`src/rtl/video_pkg.sv`:
```
// Shared constants and types for the 640x480@60 raster timing generator.
package video_pkg;

  // Default 640x480@60 segment lengths (pixels / lines)
  localparam int DEF_H_ACTIVE = 640;
  localparam int DEF_H_FP     = 16;
  localparam int DEF_H_SYNC   = 96;
  localparam int DEF_H_BP     = 48;
  localparam int DEF_V_ACTIVE = 480;
  localparam int DEF_V_FP     = 10;
  localparam int DEF_V_SYNC   = 2;
  localparam int DEF_V_BP     = 33;

  localparam int H_TOTAL = DEF_H_ACTIVE + DEF_H_FP + DEF_H_SYNC + DEF_H_BP;
  localparam int V_TOTAL = DEF_V_ACTIVE + DEF_V_FP + DEF_V_SYNC + DEF_V_BP;

  // Per-pixel control carried alongside the colour fetch.
  // hsync/vsync are "in sync region" flags; polarity is applied at the output.
  typedef struct packed {
    logic de;
    logic hsync;
    logic vsync;
  } video_sync_t;

endpackage

```
`src/rtl/video_delay_line.sv`:
```
// Enabled shift register, DEPTH stages of WIDTH bits, synchronous reset to 0.
module video_delay_line #(
  parameter int DEPTH = 2,
  parameter int WIDTH = 3
) (
  input  logic             i_clock,
  input  logic             i_reset,
  input  logic             i_en,
  input  logic [WIDTH-1:0] i_d,
  output logic [WIDTH-1:0] o_q
);

  logic [DEPTH-1:0][WIDTH-1:0] r_sr;

  // Shift one stage per enable; stage 0 takes the new value
  always_ff @(posedge i_clock) begin
    if (i_reset) begin
      r_sr <= '0;
    end else if (i_en) begin
      r_sr[0] <= i_d;
      for (int i = 1; i < DEPTH; i++) r_sr[i] <= r_sr[i-1];
    end
  end

  assign o_q = r_sr[DEPTH-1];

endmodule

```
`src/rtl/video_timing_generator.sv`:
```
// Raster timing generator and pixel output stage.
// Optional feature: define VIDEO_TEST_PATTERN_EN to add i_test_pattern and
// an 8-bar colour pattern that replaces i_video_rdata while selected.
module video_timing_generator
  import video_pkg::*;
#(
  parameter int CLOCK_DIV     = 2,
  parameter int H_ACTIVE      = DEF_H_ACTIVE,
  parameter int H_FP          = DEF_H_FP,
  parameter int H_SYNC        = DEF_H_SYNC,
  parameter int H_BP          = DEF_H_BP,
  parameter int V_ACTIVE      = DEF_V_ACTIVE,
  parameter int V_FP          = DEF_V_FP,
  parameter int V_SYNC        = DEF_V_SYNC,
  parameter int V_BP          = DEF_V_BP,
  parameter int PIXEL_LATENCY = 2,
  parameter bit SYNC_POL      = 1'b0
) (
  input  logic        i_clock,
  input  logic        i_reset,
  output logic        o_hblank,
  output logic        o_vblank,
  output logic [9:0]  o_pos_x,
  output logic [9:0]  o_pos_y,
`ifdef VIDEO_TEST_PATTERN_EN
  input  logic        i_test_pattern,
`endif
  input  logic [31:0] i_video_rdata,
  output logic [7:0]  o_red,
  output logic [7:0]  o_green,
  output logic [7:0]  o_blue,
  output logic        o_de,
  output logic        o_hsync,
  output logic        o_vsync
);

  localparam int H_TOT = H_ACTIVE + H_FP + H_SYNC + H_BP;
  localparam int V_TOT = V_ACTIVE + V_FP + V_SYNC + V_BP;
  localparam int DW    = (CLOCK_DIV > 1) ? $clog2(CLOCK_DIV) : 1;

  logic [DW-1:0] r_div;
  logic [10:0]   r_h_count, r_v_count;
  logic          w_tick;
  logic          w_h_active, w_v_active, w_h_sync, w_v_sync;
  video_sync_t   r_s0, w_dly;
  logic [23:0]   w_rgb;
  logic          w_unused;

  assign w_tick     = (r_div == DW'(CLOCK_DIV - 1));
  assign w_h_active = (r_h_count < 11'(H_ACTIVE));
  assign w_v_active = (r_v_count < 11'(V_ACTIVE));
  assign w_h_sync   = (r_h_count >= 11'(H_ACTIVE + H_FP)) &&
                      (r_h_count <  11'(H_ACTIVE + H_FP + H_SYNC));
  assign w_v_sync   = (r_v_count >= 11'(V_ACTIVE + V_FP)) &&
                      (r_v_count <  11'(V_ACTIVE + V_FP + V_SYNC));
  assign w_unused   = ^i_video_rdata[31:24];

  // Pixel clock divider: one tick every CLOCK_DIV system clocks
  always_ff @(posedge i_clock) begin
    if (i_reset)     r_div <= '0;
    else if (w_tick) r_div <= '0;
    else             r_div <= r_div + DW'(1);
  end

  // Raster counters; line wrap and frame wrap land on the same tick
  always_ff @(posedge i_clock) begin
    if (i_reset) begin
      r_h_count <= '0;
      r_v_count <= '0;
    end else if (w_tick) begin
      if (r_h_count == 11'(H_TOT - 1)) begin
        r_h_count <= '0;
        r_v_count <= (r_v_count == 11'(V_TOT - 1)) ? 11'd0 : r_v_count + 11'd1;
      end else begin
        r_h_count <= r_h_count + 11'd1;
      end
    end
  end

  // Stage 0: position/region flags for the controller, plus control for the delay line
  always_ff @(posedge i_clock) begin
    if (i_reset) begin
      o_hblank <= 1'b0;
      o_vblank <= 1'b0;
      o_pos_x  <= '0;
      o_pos_y  <= '0;
      r_s0     <= '0;
    end else if (w_tick) begin
      o_hblank <= w_h_active;
      o_vblank <= w_v_active;
      o_pos_x  <= w_h_active ? r_h_count[9:0] : 10'd0;
      o_pos_y  <= w_v_active ? r_v_count[9:0] : 10'd0;
      r_s0     <= '{de: w_h_active & w_v_active, hsync: w_h_sync, vsync: w_v_sync};
    end
  end

  // Match the controller's read latency; output register adds the final tick
  video_delay_line #(.DEPTH(PIXEL_LATENCY), .WIDTH($bits(video_sync_t))) u_sync_dly (
    .i_clock (i_clock),
    .i_reset (i_reset),
    .i_en    (w_tick),
    .i_d     (r_s0),
    .o_q     (w_dly)
  );

`ifdef VIDEO_TEST_PATTERN_EN
  logic [9:0] w_dly_x;
  logic [2:0] w_bar;

  // Column follows the same path as de so the bar index lines up with the pixel
  video_delay_line #(.DEPTH(PIXEL_LATENCY), .WIDTH(10)) u_x_dly (
    .i_clock (i_clock),
    .i_reset (i_reset),
    .i_en    (w_tick),
    .i_d     (o_pos_x),
    .o_q     (w_dly_x)
  );

  assign w_bar = 3'(w_dly_x / 10'd80);
  assign w_rgb = i_test_pattern ? {{8{w_bar[2]}}, {8{w_bar[1]}}, {8{w_bar[0]}}}
                                : i_video_rdata[23:0];
`else
  assign w_rgb = i_video_rdata[23:0];
`endif

  // Output register: colour gated by de, syncs mapped to the asserted polarity
  always_ff @(posedge i_clock) begin
    if (i_reset) begin
      {o_red, o_green, o_blue} <= 24'h0;
      o_de    <= 1'b0;
      o_hsync <= ~SYNC_POL;
      o_vsync <= ~SYNC_POL;
    end else if (w_tick) begin
      {o_red, o_green, o_blue} <= w_dly.de ? w_rgb : 24'h0;
      o_de    <= w_dly.de;
      o_hsync <= w_dly.hsync ? SYNC_POL : ~SYNC_POL;
      o_vsync <= w_dly.vsync ? SYNC_POL : ~SYNC_POL;
    end
  end

endmodule

```
`config.mk`:
```
export PLATFORM = sky130hd
export DESIGN_NAME = video_timing_generator
export DESIGN_NICKNAME = d
export VERILOG_FILES = /design/src/rtl/video_pkg.sv /design/src/rtl/video_delay_line.sv /design/src/rtl/video_timing_generator.sv
export SDC_FILE = /design/constraint.sdc
export NUM_CORES = 1
export LEC_CHECK = 0
export CORE_ASPECT_RATIO = 1.2
export CORE_MARGIN = 2
export CORE_UTILIZATION = 51
export DETAILED_ROUTE_END_ITERATION = 12
export GPL_TIMING_DRIVEN = 1
export PLACE_DENSITY = 0.87
export SETUP_SLACK_MARGIN = 0.15
export SLEW_MARGIN = 15
export SYNTH_ARGS = -nofsm -noshare
export SYNTH_HDL_FRONTEND = slang
export SYNTH_SLANG_ARGS = --single-unit
```
`constraint.sdc`:
```
create_clock -name i_clock -period 4.3 [get_ports i_clock]
set_input_delay 0.86 -clock i_clock [delete_from_list [all_inputs] [get_ports i_clock]]
set_output_delay 0.86 -clock i_clock [all_outputs]
set_load 0.005 [all_outputs]
```
==> qor.yml, run 1 <==
pwr:
  power.internal_mw: 1.153
  finalPower_mw: 1.457
  seqPwrFrac_pct: 52.8
  p_leak_nw: 1.502
  comb_power_share_pct: 4.6
  switching_power_uw: 304.3
  p_clk_share_pct: 42.6
  powerDensity_mw_per_mm2: 360.1
  netSwitchingFraction_pct: 20.89
  ir_worst_vdd_uv: 201.5
place:
  port_buffers: 74
  place_congestion: 0.8522
  dp_hpwl_um: 4412
  pre_cts_slack_ns: 1.292
synth:
  synthesis.nets: 326
  synth-async-reset-ratio_pct: 0
  synth_seq_cells: 81
  syn_avg_cell_area_um2: 10.57
  synth_edf_count: 0
  netlist_area_mm2: 0.003055
  synth_ff_type: "dfxtp_1"
  netlist_instances: 289
  ys_seq_area_share_pct: 53.07
  yosys.cell_types.count: 49
  ys_warn_count: 0
sta:
  tightest_slew_ns: 1.068
  tns_ns: 0
  skew_ns: 0.006416
  hold_viol_final: 0
  max-slew-margin-rel_pct: 28.65
  rsz0062_at_grt: "false"
  finalCriticalPeriod_ns: 2.658
  setup_ws_ns: 1.642
  fin_crit_sh_pct: 61.82
  finalMaxSlewViolations: 0
  setup_violations: 0
  max_freq_mhz: 376.2
route:
  vias: 2456
  first_iter_violations: 150
  wl_met3_um: 486
  routed_wl_um: 6501
  drc: 0
  firstDrtPassIters: 4
  wl_per_cell_um: 14.67
  antenna_left: 0
  drt-met1-wl_um: 2751
  vias_per_cell: 5.544
  top_layer: "met4"
  wl_met2_um: 3166
floorplanning:
  ios: 83
  die-area_mm2: 0.006629
  rows: 30
  core_mm2: 0.005705
  die_h_um: 88.79
  start_util_pct: 53.55
  dieWidth_um: 74.66
clock_tree:
  clock_latency_ns: 0.35
  cts.path.max_buffers: 2
  numCtsBuffers: 9
  cts.repair.resized: 0
  cts_tree: "done"
  cts_root_buf: "clkbuf_8"
  post-cts-setup-buffers: 0
  cts.reportedPaths.clkPinSlew_ns: 0.08
  cts.sinks: 81
  htreeDepth: 3
  cts_hold_buffers: 0
worst_setup_path:
  start_kind: "input pin"
  slowest_delay_ns: 0.87
  crit_slowest_cell: "nor4_1"
  timing.critical_path.to_type: "flop"
  arrival_ns: 2.95
  crit_path_max_fanout: 14
  crit_chain: "clkdlybuf4s50_1 > buf_4 > nand2b_1 > nor4_1 > buf_4 > a22o_1"
  required_ns: 4.59
  cpMostUsedCell: "buf_4"
  path_class: "in2reg"
global_route:
  track_usage_pct: 21.40
  grt_pass1_vias: 2294
  grt_max_degree: 51
  grt_overflow: 0
  grt_first_pass_wirelength_um: 10600
  antenna_found_initial: 0
run_status:
  outcome: "finished clean"
final_layout:
  drive_gt1_share_pct: 8.540
  finalNetCount: 395
  diodes: 0
  syn_to_final_growth_pct: 32.39
  final_util_pct: 70.90
worst_hold_path:
  hold_class: "reg2reg"
flow_run:
  drv_cap: 0
## layout make-up
type | count | area, µm²
Multi-Input combinational cell | 184 | 1316
Tap cell | 80 | 100.1
Sequential cell | 81 | 1622
Clock buffer | 11 | 151.4
Inverter | 6 | 22.52
Timing Repair Buffer | 76 | 755.7
Fill cell | 436 | 1660
Clock inverter | 5 | 77.57
## per-layer routing
layer	vias up	global-route usage, %
met2	92	36.04
met1	1151	23.88
li1	1206	-
met4	0	9.416
met5	-	0
met3	7	8.200
## registers in the layout, summed over array words and instances (netlist names), 3 cells and up
register / count
o_pos_y: 10
o_red: 8
r_s0: 3
r_h_count: 11
u_sync_dly.o_q: 3
o_pos_x: 10
o_blue: 8
r_v_count: 11
u_sync_dly.r_sr: 3
o_green: 8
## synthesized netlist by cell type (all sizes together), types with 2 or more instances
cell type  count  area (µm²)
dfxtp         81        1622
a22o          43       377.9
nor2          22       82.58
nand2         18       67.56
clkbuf        13       50.04
a21oi         12       60.06
nand3          7       35.03
nand4          7       58.81
or4            7       60.06
xnor2          7       61.31
inv            6       22.52
mux2i          6       60.06
o21ai          6       30.02
o31ai          5       37.54
buf            4       41.29
nand2b         4       25.02
nor3           4       25.02
a21o           3       22.52
and3           3       18.77
ha             3       37.54
or3            3       21.27
xor2           3       26.28
nand3b         2       27.53
nor2b          2       12.51
nor4           2       12.51
nor4b          2       17.52
## power groups by stage
stage / logic [mW] / registers [mW] / clock network, mW
after floorplan: 0.0327 / 0.781 / 0
after global placement: 0.0651 / 0.787 / 0
after detailed placement: 0.0675 / 0.787 / 0
after CTS: 0.0684 / 0.769 / 0.629
after global routing: 0.0733 / 0.771 / 0.661
final: 0.0672 / 0.770 / 0.620
## layout by cell type (no fill, tap or decap), types with 4 or more instances in the layout
cell type,count
dfxtp_1,81
clkdlybuf4s50_1,74
a22o_1,42
nor2_1,21
nand2_1,18
a21oi_1,12
clkbuf_8,11
xnor2_1,7
nand3_1,7
inv_1,6
mux2i_1,6
nand4_1,6
o31ai_1,5
or4_1,5
o21ai_0,5
nand2b_1,4
## kinds of logic (layout without fill, tap and decap cells)
group                    after synthesis  in the layout  share of synthesized area (%)
buffers and inverters                 24             98                          4.095
AO/OA/AOI/OAI                         74             74                          18.59
multiplexers                           6              6                          1.966
XOR/XNOR                              10             10                          2.867
adder cells (fa/ha/maj)                3              3                          1.229
flip-flops                            81             81                          53.07
AND/OR/NAND/NOR                       91             91                          18.18
## worst paths after layout
| path | start | endpoint | slack (ns) | depth (start not counted) |
|---|---|---|---|---|
| setup / recovery | i_reset | o_pos_y[2] | 1.64 | 6 |
| hold / removal | r_s0[1] | r_s0[1] | 0.44 | 2 |
| setup reg to reg | r_div | r_v_count[7] | 1.72 | 4 |
| hold reg to reg | r_s0[1] | r_s0[1] | 0.44 | 2 |
## worst max-delay path, delay by kind of cell
family / cells / cell delay (ns)
AND/OR/NAND/NOR: 2 / 1.08
buffers and inverters: 3 / 0.87
AO/OA/AOI/OAI: 1 / 0.13
## through the flow
stage                     cell area (µm²)  std cells  hold WS [ns]
after detailed placement             3816        427        0.4380
after global placement               3816        427        0.4327
after global routing                 4045        443        0.4853
after CTS                            4045        443        0.4508
after floorplan                      3055        289        0.4153
final                                4045        443        0.4445
Note: power is estimated with default switching activity, not from simulation.
==> inputs of run 2 (changes only) <==
--- a/config.mk
+++ b/config.mk
@@ -7,10 +7,10 @@
 export LEC_CHECK = 0
 export CORE_ASPECT_RATIO = 1.2
 export CORE_MARGIN = 2
-export CORE_UTILIZATION = 51
+export CORE_UTILIZATION = 48
 export DETAILED_ROUTE_END_ITERATION = 12
 export GPL_TIMING_DRIVEN = 1
-export PLACE_DENSITY = 0.87
+export PLACE_DENSITY = 0.83
 export SETUP_SLACK_MARGIN = 0.15
 export SLEW_MARGIN = 15
 export SYNTH_ARGS = -nofsm -noshare
==> constraint.sdc (replaced) <==
create_clock -name i_clock -period 2.6 [get_ports i_clock]
set_input_delay 0.52 -clock i_clock [delete_from_list [all_inputs] [get_ports i_clock]]
set_output_delay 0.52 -clock i_clock [all_outputs]
set_load 0.005 [all_outputs]
==> qor.yml, run 2 (synthesis results as in run 1) <==
sta:
  whs_ns: 0.4527
  rsz0062_at_grt: "false"
  finalCriticalPeriod_ns: 2.274
  skew_ns: 0.01277
  tightest_slew_ns: 1.085
  tns_ns: 0
  hold_viol_final: 0
  setup_violations: 0
  fin_crit_sh_pct: 87.46
  max-slew-margin-rel_pct: 27.52
  setup_ws_ns: 0.3261
  finalMaxSlewViolations: 0
  max_freq_mhz: 439.8
global_route:
  antenna_found_initial: 0
  grt_max_degree: 51
  grt_first_pass_wirelength_um: 10990
  grt_overflow: 0
  grt_pass1_vias: 2382
  track_usage_pct: 19.74
pwr:
  powerDensity_mw_per_mm2: 544.6
  ir_worst_vdd_uv: 355.9
  p_leak_nw: 1.501
route:
  drc: 0
  wl_per_cell_um: 14.59
  routed_wl_um: 6565
  vias: 2461
  vias_per_cell: 5.469
  first_iter_violations: 161
  antenna_left: 0
  firstDrtPassIters: 4
floorplanning:
  ios: 83
  die-area_mm2: 0.007022
  core_mm2: 0.006090
  die_h_um: 91.40
  dieWidth_um: 76.83
  start_util_pct: 50.17
  rows: 31
place:
  port_buffers: 74
  dp_hpwl_um: 4664
  pre_cts_slack_ns: 0.2188
  place_congestion: 0.8575
clock_tree:
  clock_latency_ns: 0.36
  cts_root_buf: "clkbuf_8"
  cts.reportedPaths.clkPinSlew_ns: 0.08
  cts.repair.resized: 0
  post-cts-setup-buffers: 0
  cts.path.max_buffers: 2
  numCtsBuffers: 9
  cts_tree: "done"
  cts.sinks: 81
  htreeDepth: 3
  cts_hold_buffers: 0
flow_run:
  drv_cap: 0
worst_setup_path:
  rr_worst_depth: 5
  crit_path_max_fanout: 13
  crit_chain: "ha_1 > nand4bb_4 > or4_4 > or4_1 > a21oi_1"
  arrival_ns: 2.55
  path_class: "reg2reg"
  timing.critical_path.to_type: "flop"
  required_ns: 2.88
  crit_slowest_cell: "or4_4"
  start_kind: "flop"
  slowest_delay_ns: 0.62
final_layout:
  drive_gt1_share_pct: 9.511
  biggestRegsByFlops: "r_h_count (11), r_v_count (11)"
  layout_commonest_cell: "dfxtp_1"
  final_cell_mix: "81 x dfxtp_1, 74 x clkdlybuf4s50_1, 42 x a22o_1"
  syn_to_final_growth_pct: 31.86
  finalNetCount: 400
  diodes: 0
worst_hold_path:
  holdPathStages: 2
  hold_class: "reg2reg"
run_status:
  outcome: "finished clean"
[run 2: changes by cell type in the layout (fill, tap and decap cells not counted)]
cell / before / now
buf_4: 2 / 7
bufinv_16: 2 / 0
clkbuf_1: 0 / 1
clkbuf_8: 11 / 10
clkinv_2: 2 / 3
clkinv_4: 0 / 1
[run 2: area by class of cell]
class	count	area, µm²
fillers	514	2061
flip-flops and latches	81	1622
multi-input cells	184	1316
repair buffers	81	793.3
clock buffers	11	141.4
well taps	82	102.6
clock inverters	5	31.28
inverters	6	22.52
[run 2: path summary, 6_finish.rpt]
path                                   start            to  slack [ns]
worst min-delay path                 r_s0[1]       r_s0[1]        0.45
worst max-delay path            r_h_count[0]  r_v_count[9]        0.33
worst max register to register  r_h_count[0]  r_v_count[9]        0.33
worst min register to register       r_s0[1]       r_s0[1]        0.45
[run 2: layer usage]
layer / up-vias / share of wire [%] / track usage, %
li1: 1211 / - / -
met1: 1163 / 42 / 22.15
met2: 77 / 49 / 33.55
met3: 10 / 6.9 / 7.256
met4: 0 / 1.8 / 8.182
met5: - / 0 / 0
[run 2: per-stage QoR]
stage | instances | area (µm²) | utilization [%] | total power [mW]
3_5_place_dp | 434 | 3856 | 63.32 | 1.418
3_3_place_gp | 434 | 3856 | 63.32 | 1.414
4_1_cts | 450 | 4029 | 66.16 | 2.209
6_report | 450 | 4029 | 66.16 | 2.194
5_1_grt | 450 | 4029 | 66.16 | 2.275
2_1_floorplan | 289 | 3055 | - | 1.346
[run 2: worst max-delay path: cells and delay by family, from the launching register on]
| family | cells | cell delay, ns |
|---|---|---|
| AO/OA/AOI/OAI | 1 | 0.15 |
| AND/OR/NAND/NOR | 3 | 1.28 |
| adder cells (fa/ha/maj) | 1 | 0.33 |
| flip-flops | 1 | 0.44 |
[run 2: power breakdown]
group / internal [mW] / total (mW) / switching, mW / leakage, nW
sequential: 1.25 / 1.26 / 0.0120 / 0.654
clock: 0.369 / 0.806 / 0.436 / 0.0891
combinational: 0.0674 / 0.124 / 0.0561 / 0.758
==> inputs of run 3 (changes only) <==
--- a/config.mk
+++ b/config.mk
@@ -6,7 +6,7 @@
 export NUM_CORES = 1
 export LEC_CHECK = 0
 export CORE_ASPECT_RATIO = 1.2
-export CORE_MARGIN = 2
+export CORE_MARGIN = 4
 export CORE_UTILIZATION = 48
 export DETAILED_ROUTE_END_ITERATION = 12
 export GPL_TIMING_DRIVEN = 1
==> qor.yml, run 3 (synthesis results as in run 1) <==
global_route:
  grt_max_degree: 26
  grt_first_pass_wirelength_um: 11330
  grt_pass1_vias: 2487
  antenna_found_initial: 0
  grt_overflow: 0
  track_usage_pct: 19.17
worst_setup_path:
  rrSetupSlack_ns: 0.33
  setup.worst_path.start: "r_h_count[0]"
  crit_slowest_cell: "or4_4"
  slowest_delay_ns: 0.62
  arrival_ns: 2.55
  crit_path_max_fanout: 13
  endpoint: "r_v_count[7]"
  required_ns: 2.88
  reg2reg_to: "r_v_count[7]"
  rr_worst_depth: 5
  r2r-start: "r_h_count[0]"
  timing.critical_path.to_type: "flop"
  start_kind: "flop"
  path_class: "reg2reg"
  crit_chain: "ha_1 > nand4bb_4 > or4_4 > or4_1 > a21oi_1"
pwr:
  ir_worst_vdd_uv: 349.7
  powerDensity_mw_per_mm2: 564.9
  p_leak_nw: 1.518
final_layout:
  final_area_mm2: 0.004068
  diodes: 0
  final_cell_mix: "81 x dfxtp_1, 74 x clkdlybuf4s50_1, 42 x a22o_1"
  biggestRegsByFlops: "r_h_count (11), r_v_count (11)"
  final_util_pct: 66.37
  finalNetCount: 402
  layout_commonest_cell: "dfxtp_1"
  drive_gt1_share_pct: 10.00
  fin_cells: 452
  syn_to_final_growth_pct: 33.13
sta:
  fin_crit_sh_pct: 87.47
  setup_violations: 0
  hold_viol_final: 0
  rsz0062_at_grt: "false"
  tns_ns: 0
  tightest_slew_ns: 0.8612
  finalCriticalPeriod_ns: 2.274
  max_freq_mhz: 439.7
  skew_ns: 0.01109
  max-slew-margin-rel_pct: 42.59
  whs_ns: 0.4533
  finalMaxSlewViolations: 0
route:
  drc: 0
  antenna_left: 0
  firstDrtPassIters: 4
  vias: 2464
  routed_wl_um: 6633
  wl_per_cell_um: 14.67
  first_iter_violations: 149
  vias_per_cell: 5.451
clock_tree:
  post-cts-setup-buffers: 0
  numCtsBuffers: 9
  cts.repair.resized: 0
  cts_root_buf: "clkbuf_8"
  cts.path.max_buffers: 2
  cts.reportedPaths.clkPinSlew_ns: 0.08
  clock_latency_ns: 0.35
  cts.sinks: 81
  cts_hold_buffers: 0
  cts_tree: "done"
  htreeDepth: 3
floorplanning:
  start_util_pct: 49.86
  dieWidth_um: 80.83
  core_mm2: 0.006128
  rows: 31
  ios: 83
  die-area_mm2: 0.007711
  die_h_um: 95.40
place:
  postPlaceCellArea_mm2: 0.003871
  place_congestion: 0.8654
  placed_cells: 436
  dp_hpwl_um: 4761
  port_buffers: 74
run_status:
  outcome: "finished clean"
flow_run:
  drv_cap: 0
worst_hold_path:
  hold_class: "reg2reg"
[run 3: report_power, final]
group	switching (mW)	internal (mW)	leakage (nW)
sequential	0.0122	1.25	0.654
clock	0.440	0.467	0.0953
combinational	0.0562	0.0701	0.768
total	0.508	1.79	1.52
[run 3: critical path: cells and delay by family, from the launching register on]
| kind | cells | cell delay, ns |
|---|---|---|
| AND/OR/NAND/NOR | 3 | 1.28 |
| AO/OA/AOI/OAI | 1 | 0.15 |
| flip-flops | 1 | 0.44 |
| adder cells (fa/ha/maj) | 1 | 0.33 |
[run 3: stage by stage]
stage,worst slack [ns],total power [mW]
2_1_floorplan,0.6027,1.346
3_3_place_gp,0.2680,1.417
3_5_place_dp,0.2345,1.421
4_1_cts,0.3229,2.324
5_1_grt,0.2155,2.377
6_report,0.3258,2.298
[run 3: per-layer routing]
layer | GRT usage, % | vias up | routed length [µm]
met5 | 0 | - | 0
met4 | 10.00 | 0 | 135
met3 | 6.427 | 10 | 588
li1 | - | 1217 | -
met1 | 21.94 | 1146 | 2894
met2 | 31.51 | 91 | 3015
[run 3: area by class of cell]
cell class	instances	area (µm²)
well taps	82	102.6
inverters	6	22.52
multi-input cells	184	1316
repair buffers	83	808.3
clock inverters	5	55.05
fillers	536	2061
clock buffers	11	141.4
flip-flops and latches	81	1622
[run 3: how the worst min path moves through the flow]
stage / from / slack [ns] / cells past startpoint / end
global placement: r_s0[1] / 0.43 / 2 / r_s0[1]
CTS: r_s0[1] / 0.45 / 2 / r_s0[1]
finish: r_s0[1] / 0.45 / 2 / r_s0[1]
floorplan: r_s0[1] / 0.42 / 2 / r_s0[1]
detailed placement: r_s0[1] / 0.43 / 2 / r_s0[1]
global route: o_vblank / 0.47 / 1 / o_vblank
